`config.mk`:
```
export PLATFORM = sky130hd
export DESIGN_NAME = se_relu_collector
export DESIGN_NICKNAME = d
export VERILOG_FILES = /design/src/rtl/se_relu_collector.sv
export SDC_FILE = /design/constraint.sdc
export NUM_CORES = 1
export LEC_CHECK = 0
export BUFFER_PORTS_ARGS = -buffer_cell sky130_fd_sc_hd__buf_4
export CAP_MARGIN = 20
export CELL_PAD_IN_SITES_DETAIL_PLACEMENT = 2
export CELL_PAD_IN_SITES_GLOBAL_PLACEMENT = 2
export CORE_ASPECT_RATIO = 1.25
export CORE_MARGIN = 2
export CORE_UTILIZATION = 41
export DETAILED_ROUTE_END_ITERATION = 7
export GPL_ROUTABILITY_DRIVEN = 0
export GPL_TIMING_DRIVEN = 0
export PLACE_DENSITY = 0.75
export SYNTH_ARGS = -nofsm -noshare
export SYNTH_HDL_FRONTEND = slang
export SYNTH_SLANG_ARGS = --single-unit
```
`constraint.sdc`:
```
create_clock -name clk -period 7.9 [get_ports clk]
set_input_delay 0.395 -clock clk [delete_from_list [all_inputs] [get_ports clk]]
set_output_delay 0.395 -clock clk [all_outputs]
set_load 0.1 [all_outputs]
```
`src/rtl/se_relu_collector.sv`:
```
// Frame collector for ReLU samples: gathers NUM_CHANNELS samples into a register
// buffer, then drains them over a valid/ready stream while the input is ignored.
module se_relu_collector #(
    parameter int DATA_WIDTH   = 16,
    parameter int NUM_CHANNELS = 16
) (
    input  logic                  clk,
    input  logic                  rst,
    input  logic [DATA_WIDTH-1:0] in_data,
    input  logic                  in_valid,
    output logic [DATA_WIDTH-1:0] out_data,
    output logic                  out_valid,
    input  logic                  out_ready,
    output logic                  out_last,
    output logic                  frame_done,
    output logic                  overflow
);

    localparam int IDX_W = $clog2(NUM_CHANNELS);
    localparam logic [IDX_W-1:0] LAST_IDX = IDX_W'(NUM_CHANNELS - 1);

    typedef enum logic {COLLECT = 1'b0, DRAIN = 1'b1} state_t;

    state_t                r_state;
    state_t                w_state_nxt;
    logic [DATA_WIDTH-1:0] r_buf [NUM_CHANNELS];
    logic [IDX_W-1:0]      r_wr_idx;
    logic [IDX_W-1:0]      r_rd_idx;
    logic                  r_frame_done;
    logic                  r_overflow;
    logic                  w_wr_en;
    logic                  w_wr_last;
    logic                  w_xfer;
    logic                  w_xfer_last;

    always_ff @(posedge clk or posedge rst) begin
        if (rst) r_state <= COLLECT;
        else     r_state <= w_state_nxt;
    end

    always_comb begin
        w_state_nxt = r_state;
        w_wr_en     = 1'b0;
        w_wr_last   = 1'b0;
        w_xfer      = 1'b0;
        w_xfer_last = 1'b0;
        case (r_state)
            COLLECT: begin
                w_wr_en   = in_valid;
                w_wr_last = in_valid && (r_wr_idx == LAST_IDX);
                if (w_wr_last) w_state_nxt = DRAIN;
            end
            DRAIN: begin
                w_xfer      = out_ready;
                w_xfer_last = out_ready && (r_rd_idx == LAST_IDX);
                if (w_xfer_last) w_state_nxt = COLLECT;
            end
        endcase
    end

    always_ff @(posedge clk or posedge rst) begin
        if (rst) begin
            for (int i = 0; i < NUM_CHANNELS; i++) r_buf[i] <= '0;
        end else if (w_wr_en) begin
            r_buf[r_wr_idx] <= in_data;
        end
    end

    // Indices wrap explicitly so non-power-of-two channel counts stay in range.
    always_ff @(posedge clk or posedge rst) begin
        if (rst) begin
            r_wr_idx <= '0;
            r_rd_idx <= '0;
        end else begin
            if (w_wr_en) r_wr_idx <= w_wr_last ? '0 : r_wr_idx + 1'b1;
            if (w_wr_last)   r_rd_idx <= '0;
            else if (w_xfer) r_rd_idx <= w_xfer_last ? '0 : r_rd_idx + 1'b1;
        end
    end

    // Input arriving while draining is lost; the flag stays up until reset.
    always_ff @(posedge clk or posedge rst) begin
        if (rst) begin
            r_frame_done <= 1'b0;
            r_overflow   <= 1'b0;
        end else begin
            r_frame_done <= w_wr_last;
            if (r_state == DRAIN && in_valid) r_overflow <= 1'b1;
        end
    end

    assign out_valid  = (r_state == DRAIN);
    assign out_data   = (r_state == DRAIN) ? r_buf[r_rd_idx] : '0;
    assign out_last   = (r_state == DRAIN) && (r_rd_idx == LAST_IDX);
    assign frame_done = r_frame_done;
    assign overflow   = r_overflow;

endmodule

```
# Word level (Yosys, flattened, before mapping)
# Cells that the tools add are included.
# classes
mux	18
eq_ne	2
n_addsub	2
bitwise	3
n_lt_le_gt_ge	3
reduce_logical	6
# op_table
operator	count
bitwise mux 256 bit	1
binary-select mux 16 bit (select 4 bit)	1
demux 16 bit (select 4 bit)	1
two-way mux 16 bit	4
two-way mux 4 bit	4
>= comparator 5 bit (second input constant)	2
inverter 4 -> 5 bit	2
adder 4 x 1 -> 4 bit (second input constant)	2
equality test 4 bit (second input constant)	2
two-way mux 1 bit	6
logical AND 1 bit	5
less-than comparator 5 x 1 -> 1 bit (second input constant)	1
case mux 1 bit (2 select lines)	1
nonzero test 2 bit	1
inverter 1 bit	1
# word_totals
output_inout_bits	20
input_bits	20
regBits	267

# Logic depth before layout (Yosys ltp)
# depth
word_depth	6
depth_mapped	8
ltp_nobuf	5

# Worst setup path before layout
# OpenSTA, ideal clock, no wires.
# synth_path
path_kind	reg-to-output
from	reg r_state (netlist: out_valid)
to	out out_data[0]
arrival_time_ns	3.718
required_time_ns	7.505
slack_ns	3.787
stages_incl_launch_ff	5
path_cell_list	dfrtp_1 buf_2 nand2_1 clkbuf_1 o21ai_0
# synth_between
elab_chain_len	1
# synth_lines
element	line	text
start, declared	24	state_t r_state;
start signal, assigned	38	else r_state <= w_state_nxt;
two-way mux 16 bit	93	assign out_data = (r_state == DRAIN) ? r_buf[r_rd_idx] : '0;
end, declared	11	output logic [DATA_WIDTH-1:0] out_data,
# Every way passes these cells.

# Worst setup path after layout
# layout_path
from	reg r_rd_idx[2]
to	out out_data[9]
# layout_between
elab_chain_len	5
# layout_lines
element	line	text
start, declared	28	logic [IDX_W-1:0] r_rd_idx;
start signal, assigned	77	else if (w_xfer) r_rd_idx <= w_xfer_last ? '0 : r_rd_idx + 1'b1;
inverter 4 -> 5 bit (implied by the code)	93	
binary-select mux 16 bit (select 4 bit)	93	
two-way mux 16 bit (implied by the code) (2 in a row)	93	
two-way mux 16 bit	93	
# Every way passes these cells. The select of a mux whose other input is x is not followed.

==> results by group <==
Global routing
  – Overall global routing resource usage: 25.2%
  – First-pass GRT wire length: 58,900 um
  – Largest net degree at the start of global routing: 95
  – Vias in the first global route: 8,998
  – GRT overflow: 0
  – Initial antenna violation count: 0

Floorplan
  – Die Footprint: between 0.03 and 0.04 mm^2
  – Ports: 40
  – Core ar.: ~0.03 mm^2
  – Initial Util: 41.4%
  – Die Wd: 159 um
  – Core Rows: 71
  – Die Y: 198 um

Logic synthesis
  – Top cell type's share of synthesized area: between 50% and 60%
  – Largest cells by area after synthesis: dfrtp_1, mux2_2, mux2i_1, mux4_2, mux2_4
  – Mapped Area: 0.0124 mm^2
  – Post-synthesis sequential area ratio: between 50% and 60%
  – Post-synth cell types: 37
  – Cells after synthesis: 877
  – Yosys warns: 0
  – #FFs+latches synth: 267
  – Post-Syn Nets: 902
  – Synth area leader: dfrtp_1
  – Mean Syn Cell Area: 14.1 um^2

Power and ir drop
  – Internal power: between 3 and 4 mW
  – Worst VDD drop: 0.321 mV
  – Clock Power Share: 22.5%
  – LEAKAGE: between 6 and 7 nW
  – Combinational share of power: between 40% and 50%
  – Switching Power: 2.37 mW
  – Sw Ratio: 38.0%
  – Flop pwr share: a little under two fifths
  – PD cells: 438 mW/mm^2

Setup path
  – Crit path max-delay family: buffers and inverters
  – Max incr delay on CP: 0.81 ns
  – Worst R2R End: out_valid$_DFF_PP0_
  – Crit path buf inv count: 4
  – CP Max Fanout: 10
  – Worst setup EP type: primary output
  – CP Launch Type: register
  – Worst reg2reg path depth: 6
  – Reg2reg setup slack: 5.21 ns
  – Worst reg2reg startpoint: r_rd_idx[2]$_DFFE_PP0P_
  – Worst path slowest cell: buf_1
  – CP Data Arrival Time: 3.49 ns
  – Critical path data required time: 7.51 ns
  – Worst Path Class, Setup: register to primary output
  – Worst-path cell chain: buf_2 -> buf_1 -> clkbuf_1 -> o21ai_0 -> nand2_1 -> buf_4

Clock tree
  – H-Tree Depth: 1
  – Clock Latency Late Sink: 0.57 ns
  – Root buffer cell: clkbuf_16
  – Clock sinks: roughly 270
  – CTS tree: yes
  – Setup Buffers After CTS: 0
  – Reg clk slew, reported paths: ~0.06 ns
  – Max Root-Sink Buffers: 3
  – CTS Buf Count: 30

Timing
  – # setup viols final: 0
  – Unrepaired setup endpoints after global routing: false
  – Hold_ws: 0.0855 ns
  – PnR worst setup slack: 4.01 ns
  – Least-Margin Pin Slew: 1.07 ns
  – Tmin final: around 4 ns
  – Fmax achieved: 0.257 GHz
  – Fin crit share: between 40% and 50%
  – Clock Skew: 0.0102 ns
  – Fin. Hold Viols: 0
  – Slew HR: 28.6%
  – Final Slew Violations: 0

Flow run
  – Max-cap violations: 0

Route
  – Vias per cell: 5.57
  – # DRC: 0
  – Detailed Route WL: 38,700 um
  – DR vias: 7,671
  – Initial DRC Count: 306
  – DRT Pass-1 Iters: 4
  – Detail Route Antenna Nets: 0
  – Routed len/inst: 28.1 um

Placement
  – Placed Cells: 1,319
  – Hpwl dp: approximately 25,000 um
  – Setup WS pre-CTS: 4.60 ns
  – Port bufs: 39

Final layout
  – Layout cells sized above 1: 41.5%
  – Area Overhead vs Synth: 15.0%
  – Final net count: 976
  – # diodes: 0
  – Cell Count, Final, Fillers Out: around 1,400

Run status
  – Status: finished, final reports clean

Min path
  – Hold path depth: 2
  – HP Start: in_valid
  – Hold Path End: overflow$_DFFE_PP0P_
  – Worst min path class: input pin to register
## stage by stage
stage	util (%)	power [mW]	instance area, um^2	setup TNS (ns)
2_1_floorplan	-	4.09	12400	0
3_3_place_gp	44.0	4.69	13200	-825.68
3_5_place_dp	44.3	4.82	13200	0
4_1_cts	47.6	6.29	14200	0
5_1_grt	47.6	6.55	14200	0
6_report	47.6	6.24	14200	0
## power groups by stage
stage	sequential [mW]	combinational, mW	clock, mW
3_3_place_gp	2.26	2.43	0
6_report	2.31	2.52	1.41
4_1_cts	2.30	2.55	1.44
2_1_floorplan	2.21	1.88	0
3_5_place_dp	2.31	2.51	0
5_1_grt	2.38	2.69	1.49
## synthesized netlist by cell type (all sizes together)
master,count
dfrtp,267
mux2,240
nand2,90
mux2i,72
buf,36
o21ai,35
clkbuf,30
a221oi,28
mux4,28
a22oi,8
inv,6
nor2,6
a21oi,5
ha,5
nand3,4
a21o,2
nand2b,2
nor2b,2
nor3,2
xor2,2
a311oi,1
and2,1
and4b,1
nand3b,1
nand4,1
nor3b,1
or3,1
## state kept, by name, summed over array words and instances (netlist names)
signal	count
r_buf	256
r_rd_idx	4
r_wr_idx	4
frame_done	1
out_valid	1
overflow	1
## kinds of logic after synthesis
logic type,Yosys count,synth area share (%)
AND/OR/NAND/NOR,112,4.34
buffers and inverters,72,2.89
adder cells (fa/ha/maj),5,0.505
AO/OA/AOI/OAI,79,4.27
multiplexers,340,33.9
XOR/XNOR,2,0.141
flip-flops,267,53.9
## final cells by class
type                    instances  area, um^2
inverters                       6        30.0
clock inverters                15         134
well taps                     401         502
repair buffers                 42         358
flip-flops and latches        267        6680
plain buffers                  66         335
clock buffers                  41         853
multi-input cells             538        5350
fillers                      2856       15700
## metal layers
layer | track usage [%] | share of wire (%)
met5 | 0 | 0
met4 | 8.99 | 3.4
met3 | 3.62 | 3.9
met2 | 45.5 | 52
met1 | 30.9 | 41
## cells in the final DEF, fill, tap and decap left out, types with 4 or more instances in the layout
master     instances
a21oi_1            5
a221oi_1          28
a22oi_1            8
buf_2             22
buf_4             47
buf_6              4
clkbuf_1          36
clkbuf_16         31
clkbuf_8           4
clkinv_2          11
dfrtp_1          267
ha_1               5
inv_1              5
mux2_1             4
mux2_2           196
mux2_4            40
mux2i_1           72
mux4_2            28
nand2_1           79
nand2_2            7
nand2_4            4
nand3_1            4
nor2_1             5
o21ai_0           35
## worst max path at each step
stage                                 start                    end  cells after the start
detailed placement  r_rd_idx[2]$_DFFE_PP0P_           out_data[15]                      6
global placement                        rst  r_buf[33]$_DFFE_PP0P_                      2
finish              r_rd_idx[2]$_DFFE_PP0P_            out_data[9]                      6
CTS                 r_rd_idx[2]$_DFFE_PP0P_            out_data[9]                      6
global route        r_rd_idx[2]$_DFFE_PP0P_            out_data[2]                      6
floorplan                               rst   frame_done$_DFF_PP0_                      1
## repair_timing
item | 4_1_cts | 5_1_grt
resized for setup | 0 | 0
hold buffers | 1 | 0
endpoints found under the hold margin | 81 | 0
(Power assumes the default switching activity.)
